==> src/rtl/rggen_indirect_access_initiator.sv <==
// Indirect register access initiator: writes the index register, then reads or
// writes the data register. Optional bus timeout via RGGEN_INDIRECT_ACCESS_TIMEOUT_EN.
module rggen_indirect_access_initiator #(
   parameter int                       ADDRESS_WIDTH  = 8,
   parameter int                       BUS_WIDTH      = 32,
   parameter int                       INDEX_WIDTH    = 8,
   parameter logic [ADDRESS_WIDTH-1:0] INDEX_ADDRESS  = 'h00,
   parameter logic [ADDRESS_WIDTH-1:0] DATA_ADDRESS   = 'h04,
   parameter int                       TIMEOUT_CYCLES = 255
) (
   input  logic                     i_clk,
   input  logic                     i_rst,
   input  logic                     i_req_valid,
   output logic                     o_req_ready,
   input  logic                     i_req_write,
   input  logic [INDEX_WIDTH-1:0]   i_req_index,
   input  logic [BUS_WIDTH-1:0]     i_req_write_data,
   output logic                     o_rsp_valid,
   input  logic                     i_rsp_ready,
   output logic [1:0]               o_rsp_status,
   output logic [BUS_WIDTH-1:0]     o_rsp_read_data,
   output logic                     o_bus_valid,
   output logic                     o_bus_write,
   output logic [ADDRESS_WIDTH-1:0] o_bus_address,
   output logic [BUS_WIDTH-1:0]     o_bus_write_data,
   output logic [BUS_WIDTH-1:0]     o_bus_strobe,
   input  logic                     i_bus_ready,
   input  logic [1:0]               i_bus_status,
   input  logic [BUS_WIDTH-1:0]     i_bus_read_data
);

   typedef enum logic [1:0] {
      IDLE,
      INDEX,
      DATA,
      RESPOND
   } state_e;

   localparam logic [1:0] STATUS_SLAVE_ERROR = 2'b10;

   if (INDEX_WIDTH < 1 || INDEX_WIDTH > BUS_WIDTH) begin : g_bad_index_width
      $error("INDEX_WIDTH must be within 1..BUS_WIDTH");
   end
   if (TIMEOUT_CYCLES < 1 || TIMEOUT_CYCLES > 65535) begin : g_bad_timeout
      $error("TIMEOUT_CYCLES must be within 1..65535");
   end

   state_e                 state;
   logic                   write_q;
   logic [INDEX_WIDTH-1:0] index_q;
   logic [BUS_WIDTH-1:0]   data_q;
   logic                   timeout;

`ifdef RGGEN_INDIRECT_ACCESS_TIMEOUT_EN
   logic [15:0] wait_count;

   // Fires on the last permitted wait cycle so o_bus_valid drops right after it.
   assign timeout = o_bus_valid && !i_bus_ready &&
                    (wait_count == 16'(TIMEOUT_CYCLES - 1));

   always_ff @(posedge i_clk or posedge i_rst) begin
      if (i_rst) begin
         wait_count <= '0;
      end else if (o_bus_valid && !i_bus_ready && !timeout) begin
         wait_count <= wait_count + 16'd1;
      end else begin
         wait_count <= '0;
      end
   end
`else
   assign timeout = 1'b0;
`endif

   // NOTE: every state register uses <= so all flops sample the same pre-edge values.
   always_ff @(posedge i_clk or posedge i_rst) begin
      if (i_rst) begin
         state            <= IDLE;
         write_q          <= 1'b0;
         index_q          <= '0;
         data_q           <= '0;
         o_req_ready      <= 1'b1;
         o_rsp_valid      <= 1'b0;
         o_rsp_status     <= '0;
         o_rsp_read_data  <= '0;
         o_bus_valid      <= 1'b0;
         o_bus_write      <= 1'b0;
         o_bus_address    <= '0;
         o_bus_write_data <= '0;
         o_bus_strobe     <= '0;
      end else begin
         case (state)
            IDLE: begin
               if (i_req_valid) begin
                  state            <= INDEX;
                  write_q          <= i_req_write;
                  index_q          <= i_req_index;
                  data_q           <= i_req_write_data;
                  o_req_ready      <= 1'b0;
                  o_bus_valid      <= 1'b1;
                  o_bus_write      <= 1'b1;
                  o_bus_address    <= INDEX_ADDRESS;
                  o_bus_write_data <= BUS_WIDTH'(i_req_index);
                  o_bus_strobe     <= '1;
               end
            end
            INDEX: begin
               if (i_bus_ready && !i_bus_status[1]) begin
                  state            <= DATA;
                  o_bus_write      <= write_q;
                  o_bus_address    <= DATA_ADDRESS;
                  o_bus_write_data <= data_q;
                  o_bus_strobe     <= write_q ? '1 : '0;
               end else if (i_bus_ready || timeout) begin
                  // Index write failed: the data phase is skipped entirely.
                  state            <= RESPOND;
                  o_rsp_valid      <= 1'b1;
                  o_rsp_status     <= i_bus_ready ? i_bus_status : STATUS_SLAVE_ERROR;
                  o_rsp_read_data  <= '0;
                  o_bus_valid      <= 1'b0;
                  o_bus_write      <= 1'b0;
                  o_bus_address    <= '0;
                  o_bus_write_data <= '0;
                  o_bus_strobe     <= '0;
               end
            end
            DATA: begin
               if (i_bus_ready || timeout) begin
                  state            <= RESPOND;
                  o_rsp_valid      <= 1'b1;
                  o_rsp_status     <= i_bus_ready ? i_bus_status : STATUS_SLAVE_ERROR;
                  o_rsp_read_data  <= (i_bus_ready && !write_q) ? i_bus_read_data : '0;
                  o_bus_valid      <= 1'b0;
                  o_bus_write      <= 1'b0;
                  o_bus_address    <= '0;
                  o_bus_write_data <= '0;
                  o_bus_strobe     <= '0;
               end
            end
            RESPOND: begin
               if (i_rsp_ready) begin
                  state           <= IDLE;
                  o_req_ready     <= 1'b1;
                  o_rsp_valid     <= 1'b0;
                  o_rsp_status    <= '0;
                  o_rsp_read_data <= '0;
               end
            end
            default: begin
               state <= IDLE;
            end
         endcase
      end
   end

   logic unused_index;
   assign unused_index = ^index_q;

endmodule

==> config.mk <==
export PLATFORM = sky130hd
export DESIGN_NAME = rggen_indirect_access_initiator
export DESIGN_NICKNAME = d
export VERILOG_FILES = /design/src/rtl/rggen_indirect_access_initiator.sv
export SDC_FILE = /design/constraint.sdc
export NUM_CORES = 1
export LEC_CHECK = 0
export CELL_PAD_IN_SITES_DETAIL_PLACEMENT = 1
export CELL_PAD_IN_SITES_GLOBAL_PLACEMENT = 1
export CORE_ASPECT_RATIO = 0.5
export CORE_MARGIN = 4
export CORE_UTILIZATION = 38
export CTS_CLUSTER_DIAMETER = 30
export DETAILED_ROUTE_END_ITERATION = 6
export PLACE_DENSITY = 0.95
export SETUP_SLACK_MARGIN = 0.4
export SYNTH_ARGS = -nofsm -noshare
export SYNTH_HDL_FRONTEND = slang
export SYNTH_SLANG_ARGS = --single-unit
==> constraint.sdc <==
create_clock -name i_clk -period 13.3 [get_ports i_clk]
set_clock_uncertainty 0.15 [all_clocks]
set_input_delay 1.995 -clock i_clk [delete_from_list [all_inputs] [get_ports i_clk]]
set_output_delay 1.995 -clock i_clk [all_outputs]
set_load 0.05 [all_outputs]
==> results of run 1 <==
-- per-layer routing --
layer / up-vias / share of wire [%]
li1: 1967 / -
met1: 2279 / 39
met2: 140 / 54
met3: 41 / 3.5
met4: 0 / 3.2
met5: - / 0
-- sequential cells by signal, summed over array words and instances (netlist names) --
signal and count:
o_bus_valid 1, o_bus_write_data 32, o_bus_address 8, o_req_ready 1, o_rsp_valid 1, o_bus_write 1, state 2, data_q 32
write_q 1, o_bus_strobe 32, o_rsp_read_data 32, o_rsp_status 2
-- critical path, delay by kind of cell --
family | cells | cell delay, ps
simple gates | 2 | 1190
buf+inv | 1 | 820
compound gates | 1 | 300
-- cells by family after synthesis --
kind of cell / Yosys count
AOI/OAI and AO/OA: 129
adders and majority gates: 7
buffers and inverters: 70
DFF: 145
muxes: 35
and+or+nand+nor: 82
-- area by class of cell --
class / count / area [µm²]
Fill cell: 1511 / 6280
Sequential cell: 145 / 3630
Timing Repair Buffer: 194 / 1930
Multi-Input combinational cell: 253 / 1780
Clock buffer: 20 / 467
Tap cell: 198 / 248
Inverter: 40 / 155
Clock inverter: 11 / 96.3
-- power breakdown --
part / leakage, nW / internal [W] / total [W] / switching, W
registers: 1.82 / 0.000602 / 0.000707 / 0.000104
clock network: 0.272 / 0.000257 / 0.000460 / 0.000202
logic: 1.53 / 0.000387 / 0.00112 / 0.000736
total: 3.62 / 0.00125 / 0.00229 / 0.00104
-- layout by cell type (no fill, tap or decap), types with 2 or more instances in the layout --
cell type / n
inv_1: 39
dfrtp_1: 144
nand2b_1: 3
clkinv_4: 4
clkinvlp_4: 2
nand2_1: 13
a21oi_1: 15
clkdlybuf4s50_1: 189
nor2b_1: 9
nor2_1: 10
mux2_2: 33
and2_1: 8
buf_4: 5
o21ai_0: 39
o22ai_1: 2
ha_1: 7
clkbuf_8: 3
o21ai_1: 5
and3_1: 2
inv_6: 5
clkbuf_16: 17
o21ba_2: 2
mux2i_1: 2
a21o_1: 35
nand3_1: 33
a22o_1: 24
-- path summary, 6_finish.rpt --
kind | from | endpoint | slack [ps] | cells after the start
max | i_bus_ready | o_bus_write_data[27] | 9180 | 4
min | o_bus_strobe[29] | o_bus_strobe[29] | 330 | 1
max reg2reg | state[0] | o_bus_address[0] | 10120 | 6
min reg2reg | o_bus_strobe[29] | o_bus_strobe[29] | 330 | 1
max in group asynchronous | i_rst | data_q[24] | 9680 | 3
min in group asynchronous | i_rst | o_bus_strobe[2] | 1910 | 2
-- per-stage QoR --
step | utilization (%) | power, W | area [µm²] | hold WS [ps] | cells
after floorplan | - | 0.00145 | 5720 | 317 | 468
after global placement | 53.1 | 0.00174 | 7740 | 309 | 830
after detailed placement | 53.1 | 0.00181 | 7740 | 321 | 830
after CTS | 57.0 | 0.00230 | 8310 | 334 | 861
after global routing | 57.0 | 0.00240 | 8310 | 352 | 861
final | 57.0 | 0.00229 | 8310 | 330 | 861
==> impl_metrics.json, run 1 <==
{
  "synth-seq-cells": 145,
  "synth_top_area_share_pct": 63.0,
  "synthSimpleGateAreaFrac_pct": 7.66,
  "synth_top_cell_by_area": "dfrtp_1",
  "top_usage_layer": "met2",
  "gp_congestion": 0.782,
  "drt_wl_total_mm": 18.6,
  "diodes": 0,
  "arrival_ps": 4320,
  "initial_utilization_pct": 39.2,
  "wl_per_cell_um": 21.6,
  "drt_iter0_drc": 201,
  "maxSlewViolCount": 0,
  "cellLeakagePower_nw": 3.62,
  "drive_above_1_share_pct": 11.8,
  "cp-end-kind": "flip-flop",
  "overflow": 0,
  "met1_usage_pct": 25.0,
  "worst_pin_slew_ps": 1200,
  "cp-start-kind": "input port",
  "clock-root-buffer": "clkbuf_16",
  "dr.pass1.iters": 4,
  "required_ps": 13500,
  "port_buffers": 189,
  "syn_inst": 468,
  "grt_max_degree": 80,
  "synthTopCellsByArea": "dfrtp_1, mux2_2, a21o_1, a22o_1, o21ai_0",
  "post_cts_buffers": 0,
  "io_pins": 190,
  "vias": 4427,
  "numCtsBuffers": 17,
  "htreeDepth": 4,
  "cts_tree": "built",
  "slowest_stage": "and3_1",
  "yosys.area_share.adder_pct": 1.53,
  "synth_area_per_cell_um2": 12.2,
  "insertion_delay_ps": 420,
  "rsz0062_at_grt": "false",
  "yosys_warnings": 0,
  "finalHoldViolCount": 0,
  "synth_area_mm2": 0.00572,
  "synthXorXnorAreaFrac_pct": 0,
  "min_path_type": "reg -> reg",
  "grt_antenna_before_repair": 0,
  "final.setup.tns_ps": 0,
  "relSlewSlack_pct": 20.2,
  "criticalPathCategory": "in -> reg",
  "power_density_mw_per_mm2": 276,
  "vias_per_cell": 5.14,
  "clock.fmax_mhz": 243,
  "grt_pass1_wl_mm": 29.4,
  "die_w_um": 181,
  "die_h_um": 94.7,
  "use_met3_pct": 4.69,
  "clock_path_buffers": 2,
  "grt_pass1_vias": 5069,
  "cts-hold-fix-buffers": 0,
  "ant_nets": 0,
  "worstPathCellList": "clkdlybuf4s50_1, and3b_2, and3_1, a22o_1",
  "synth-async-reset-ratio_pct": 100,
  "ys_seq_area_share_pct": 63.5,
  "synth_edf_count": 0,
  "clk_pin_slew_ps": 70,
  "crit_path_max_incr_delay_ps": 850,
  "syn-num-nets": 555,
  "dpl.hpwl_mm": 12.6,
  "area_delta_synth_final_pct": 45.4,
  "grtUsageMet2_pct": 41.2,
  "nNetsFinal": 738,
  "grt_usage_pct": 22.2,
  "synth_top_family_by_area": "compound AO/OA/AOI/OAI gates",
  "cts_sinks": 145,
  "synth.distinct_cells": 34,
  "cp_max_fo": 24,
  "synth-compound-area-share_pct": 15.0,
  "muxShareOfSynthArea_pct": 6.85,
  "finalCritPeriodShare_pct": 31.0,
  "ys.flop_type": "dfrtp_1",
  "drv_cap": 0,
  "yosysMostFrequentCell": "dfrtp_1",
  "outcome": "finished, final reports clean",
  "drc": 0,
  "core_mm2": 0.0146,
  "min_period_ps": 4120,
  "postLayoutSetupSlackWorst_ps": 9180,
  "yosys-top-cells-count": "dfrtp_1, inv_1, o21ai_0, a21o_1",
  "core.rowCount": 31,
  "pre_cts_slack_ps": 8880,
  "cts_resized": 0,
  "die_area_mm2": 0.0172,
  "setup_viol": 0,
  "ir_drop_uv": 109
}
No activity file was read; power rests on OpenSTA's default activity.
==> run 2, diff against run 1 <==
- CORE_UTILIZATION: 38 -> 35
- PLACE_DENSITY: 0.95 -> 0.9
- clock period: 13.3 -> 3.8 ns (I/O delays scaled with it)
==> run 2 against run 1 <==
Total power rose to 3.5 times the previous value. Combinational power rose to 3.5 times the previous value. Critical path depth up 2. Hold slack worse by 1.1 ps.
==> impl_metrics.json, run 2 (synthesized netlist as in run 1, its figures left out) <==
{
  "drv_cap": 0,
  "fillers": 1603,
  "die_h_um": 98.4,
  "port_buffers": 189,
  "clock_path_buffers": 2,
  "clockPowerShare_pct": 19.3,
  "swShare_pct": 45.4,
  "min_path_type": "reg -> reg",
  "min_period_ps": 3150,
  "drt_wl_total_mm": 18.1,
  "grt_usage_pct": 19.8,
  "drive_above_1_share_pct": 11.6,
  "core_mm2": 0.0157,
  "maxSlewViolCount": 0,
  "outcome": "finished, final reports clean",
  "ant_nets": 0,
  "finalHoldViolCount": 0,
  "vias": 4420,
  "top_layer": "met4",
  "wl_per_cell_um": 20.5,
  "power_density_mw_per_mm2": 950,
  "vias_per_cell": 4.99,
  "final.setup.tns_ps": 0,
  "dpl.hpwl_mm": 11.4,
  "route.met2.wl_mm": 9.52,
  "regArea_mm2": 0.00363,
  "required_ps": 4000,
  "cts-hold-fix-buffers": 0,
  "dr.pass1.iters": 4,
  "nNetsFinal": 740,
  "die_w_um": 189,
  "rsz0062_at_grt": "false",
  "cp-start-kind": "flip-flop",
  "grt_max_degree": 82,
  "p_switching_w": 0.00359,
  "worstPathCellList": "inv_1, ha_1, mux2i_1, o21bai_2, buf_4, and2_1",
  "io_pins": 190,
  "grt_pass1_wl_mm": 29.0,
  "die_area_mm2": 0.0186,
  "internal_power_w": 0.00432,
  "crit_family": "multiplexers",
  "layout_common_cells": "clkdlybuf4s50_1, dfrtp_1, inv_1, o21ai_0, a21o_1",
  "grt_antenna_before_repair": 0,
  "ir_drop_uv": 457,
  "cp.buffers_inverters": 2,
  "numCtsBuffers": 17,
  "multi_input_area_mm2": 0.00178,
  "clock.fmax_mhz": 317,
  "setup_viol": 0,
  "seq_power_share_pct": 31.2,
  "wl_met3_um": 712,
  "core.rowCount": 32,
  "stdcell_count": 886,
  "crit_path_max_incr_delay_ps": 920,
  "grt_pass1_vias": 4930,
  "combinationalPowerShare_pct": 49.4,
  "worst_pin_slew_ps": 1080,
  "clock-root-buffer": "clkbuf_16",
  "initial_utilization_pct": 36.4,
  "insertion_delay_ps": 420,
  "slowest_stage": "mux2i_1",
  "final_common_cell": "clkdlybuf4s50_1",
  "finalCritPeriodShare_pct": 83.0,
  "htreeDepth": 4,
  "area_delta_synth_final_pct": 45.7,
  "placed_cells_incl_taps": 855,
  "cts_resized": 0,
  "arrival_ps": 3350,
  "cellLeakagePower_nw": 3.61,
  "drc": 0,
  "cts_tree": "built",
  "clk_pin_slew_ps": 70,
  "cp_max_fo": 31,
  "drt_iter0_drc": 182,
  "relSlewSlack_pct": 25.6,
  "gp_congestion": 0.777,
  "overflow": 0,
  "wirelength_met1_mm": 7.44,
  "diodes": 0,
  "cp-end-kind": "flip-flop",
  "post_cts_buffers": 0,
  "cts_sinks": 145,
  "criticalPathCategory": "reg -> reg"
}
==> run 2: per-layer routing <==
metal	global-route usage, %	vias to the layer above
li1	-	1968
met1	23.3	2279
met2	36.0	139
met3	4.29	34
met4	7.27	0
met5	0	-
==> run 2: metrics by stage <==
| step | hold slack (ps) | utilization, % | total power, W | setup WS (ps) | instance area (µm²) |
|---|---|---|---|---|---|
| after floorplan | 317 | - | 0.00507 | 1260 | 5720 |
| after global placement | 310 | 49.7 | 0.00611 | 964 | 7800 |
| after detailed placement | 315 | 49.7 | 0.00629 | 767 | 7800 |
| after CTS | 335 | 53.1 | 0.00798 | 684 | 8330 |
| after global routing | 345 | 53.1 | 0.00831 | 427 | 8330 |
| final | 329 | 53.1 | 0.00791 | 647 | 8330 |
==> run 2: final timing paths <==
path                                   from                    to  slack, ps  cells past startpoint
min in group asynchronous             i_rst  o_bus_write_data[25]        530                      2
setup reg to reg                   state[0]      o_bus_address[4]        650                      6
setup / recovery                   state[0]      o_bus_address[4]        650                      6
max in group asynchronous             i_rst           o_req_ready       2060                      3
hold / removal             o_bus_strobe[14]      o_bus_strobe[14]        330                      1
hold reg to reg            o_bus_strobe[14]      o_bus_strobe[14]        330                      1
==> run 2: power by group through the flow <==
| stage | clock [W] | sequential [W] | combinational [W] |
|---|---|---|---|
| final | 0.00153 | 0.00247 | 0.00391 |
| after detailed placement | 0 | 0.00245 | 0.00384 |
| after CTS | 0.00157 | 0.00247 | 0.00394 |
| after global routing | 0.00164 | 0.00253 | 0.00413 |
| after global placement | 0 | 0.00242 | 0.00370 |
| after floorplan | 0 | 0.00358 | 0.00149 |
==> run 2: cell type report <==
type                            count  share of cell area, %
Sequential cell                   145                   43.6
Clock inverter                     10                  0.946
Timing Repair Buffer              196                   23.5
Multi-Input combinational cell    253                   21.4
Inverter                           40                   1.85
Clock buffer                       21                   5.41
Tap cell                          221                   3.32
==> run 3, diff against run 2 <==
- clock period: 3.8 -> 3.3 ns (I/O delays scaled with it)
==> run 3 against run 2 <==
Register-to-register slack worse by 100 ps. Sequential cell count stayed put. Fmax is 14% higher. Routed wire length is 2.9% higher. Global-route usage is 0.38 points higher. First-iteration DRC count is 9.3% lower. Critical path depth is 1 higher. Count of clock-buffer cells in the layout is 4 lower. Combinational power is 16% higher.
==> impl_metrics.json, run 3 (synthesized netlist as in run 1, its figures left out) <==
{
  "die_area_mm2": 0.0186,
  "cts_tree": "built",
  "grt_pass1_wl_mm": 29.3,
  "crit_top_cell": "buf_4",
  "reg2regPathDepth": 7,
  "crit_path_max_incr_delay_ps": 530,
  "cts_sinks": 145,
  "cellLeakagePower_nw": 3.68,
  "io_pins": 190,
  "drt_iter0_drc": 165,
  "gp_congestion": 0.779,
  "grt_usage_pct": 20.2,
  "maxSlewViolCount": 0,
  "overflow": 0,
  "insertion_delay_ps": 410,
  "relSlewSlack_pct": 33.8,
  "dpl.hpwl_mm": 12.2,
  "setup_viol": 0,
  "layout_common_cells": "clkdlybuf4s50_1, dfrtp_1, inv_1, o21ai_0, a21o_1",
  "htreeDepth": 4,
  "grt_pass1_vias": 4984,
  "rrSetupSlack_ps": 550,
  "ir_drop_uv": 501,
  "drv_cap": 0,
  "min_path_type": "in -> async",
  "cts_resized": 0,
  "initial_utilization_pct": 36.4,
  "required_ps": 3490,
  "hold_slack_ps": 261,
  "worstPathCellList": "inv_1, ha_1, mux2i_1, buf_4, o21bai_2, buf_4, and2_1",
  "clk_pin_slew_ps": 70,
  "grt_max_degree": 65,
  "finalHoldViolCount": 0,
  "drive_above_1_share_pct": 12.7,
  "outcome": "finished, final reports clean",
  "vias_per_cell": 5.01,
  "cp-start-kind": "flip-flop",
  "cp_max_fo": 31,
  "die_w_um": 189,
  "diodes": 0,
  "area_delta_synth_final_pct": 47.8,
  "slowest_stage": "ha_1",
  "min_period_ps": 2750,
  "grt_antenna_before_repair": 0,
  "cp-end-kind": "flip-flop",
  "power_density_mw_per_mm2": 1110,
  "wl_per_cell_um": 21.0,
  "drc": 0,
  "grtUsageMet2_pct": 36.7,
  "fin_util_pct": 53.8,
  "final.setup.tns_ps": 0,
  "r2r_end": "o_bus_address[5]",
  "arrival_ps": 2940,
  "use_met3_pct": 3.93,
  "rsz0062_at_grt": "false",
  "drt_wl_total_mm": 18.7,
  "die_h_um": 98.4,
  "top_usage_layer": "met2",
  "core_mm2": 0.0157,
  "vias": 4459,
  "post_cts_buffers": 0,
  "cp-startpoint": "state[0]",
  "cts-hold-fix-buffers": 0,
  "ant_nets": 0,
  "finalCritPeriodShare_pct": 83.5,
  "clock-root-buffer": "clkbuf_16",
  "numCtsBuffers": 17,
  "clock.fmax_mhz": 363,
  "criticalPathCategory": "reg -> reg",
  "nNetsFinal": 743,
  "final_common_cell": "clkdlybuf4s50_1",
  "met1_usage_pct": 23.5,
  "port_buffers": 189,
  "clock_path_buffers": 2,
  "core.rowCount": 32,
  "reg2reg_from": "state[0]",
  "dr.pass1.iters": 4,
  "worst_pin_slew_ps": 993
}
run 3: cell types whose count changed in the layout (fill, tap and decap cells not counted), sizes merged:
cell / delta
buf: +3
clkinvlp: -4
clkbuf: -4
bufinv: +2
inv: +7
run 3: how the worst max path moves through the flow:
stage / to / cells after the start
finish: o_bus_address[5] / 7
global route: o_bus_address[5] / 7
CTS: o_bus_strobe[21] / 6
detailed placement: o_bus_write_data[8] / 4
global placement: o_bus_write_data[22] / 4
floorplan: data_q[0] / 1
run 3: power by group:
group | switching, W | internal, W
Combinational | 0.00297 | 0.00158
Sequential | 0.000412 | 0.00243
Clock | 0.000866 | 0.00115
run 3: per-layer routing:
layer | share of wire (%) | wire length [µm] | vias up
met3 | 3.5 | 658 | 42
met1 | 40 | 7490 | 2309
met4 | 3.1 | 586 | 0
li1 | - | - | 1973
met5 | 0 | 0 | -
met2 | 53 | 9950 | 135
run 3: cell type report:
type	instances	area [µm²]
inverters	40	154
well taps	221	277
clock inverters	15	186
fillers	1647	7250
flip-flops and latches	145	3630
multi-input cells	253	1780
clock buffers	17	425
repair buffers	199	1990
run 3: metrics by stage:
stage	total power, W	instance area, µm²	cells	setup slack, ps
CTS	0.00946	8450	890	465
finish	0.00941	8450	890	546
global placement	0.00705	7840	858	516
global route	0.00983	8450	890	407
floorplan	0.00583	5720	468	837
detailed placement	0.00727	7840	858	399
run 3: critical path: cells and delay by family, from the launching register on:
kind / cells / cell delay [ps]
buffers and inverters: 3 / 740
adders and majority gates: 1 / 530
DFF: 1 / 460
muxes: 1 / 390
and+or+nand+nor: 1 / 240
AOI/OAI and AO/OA: 1 / 160
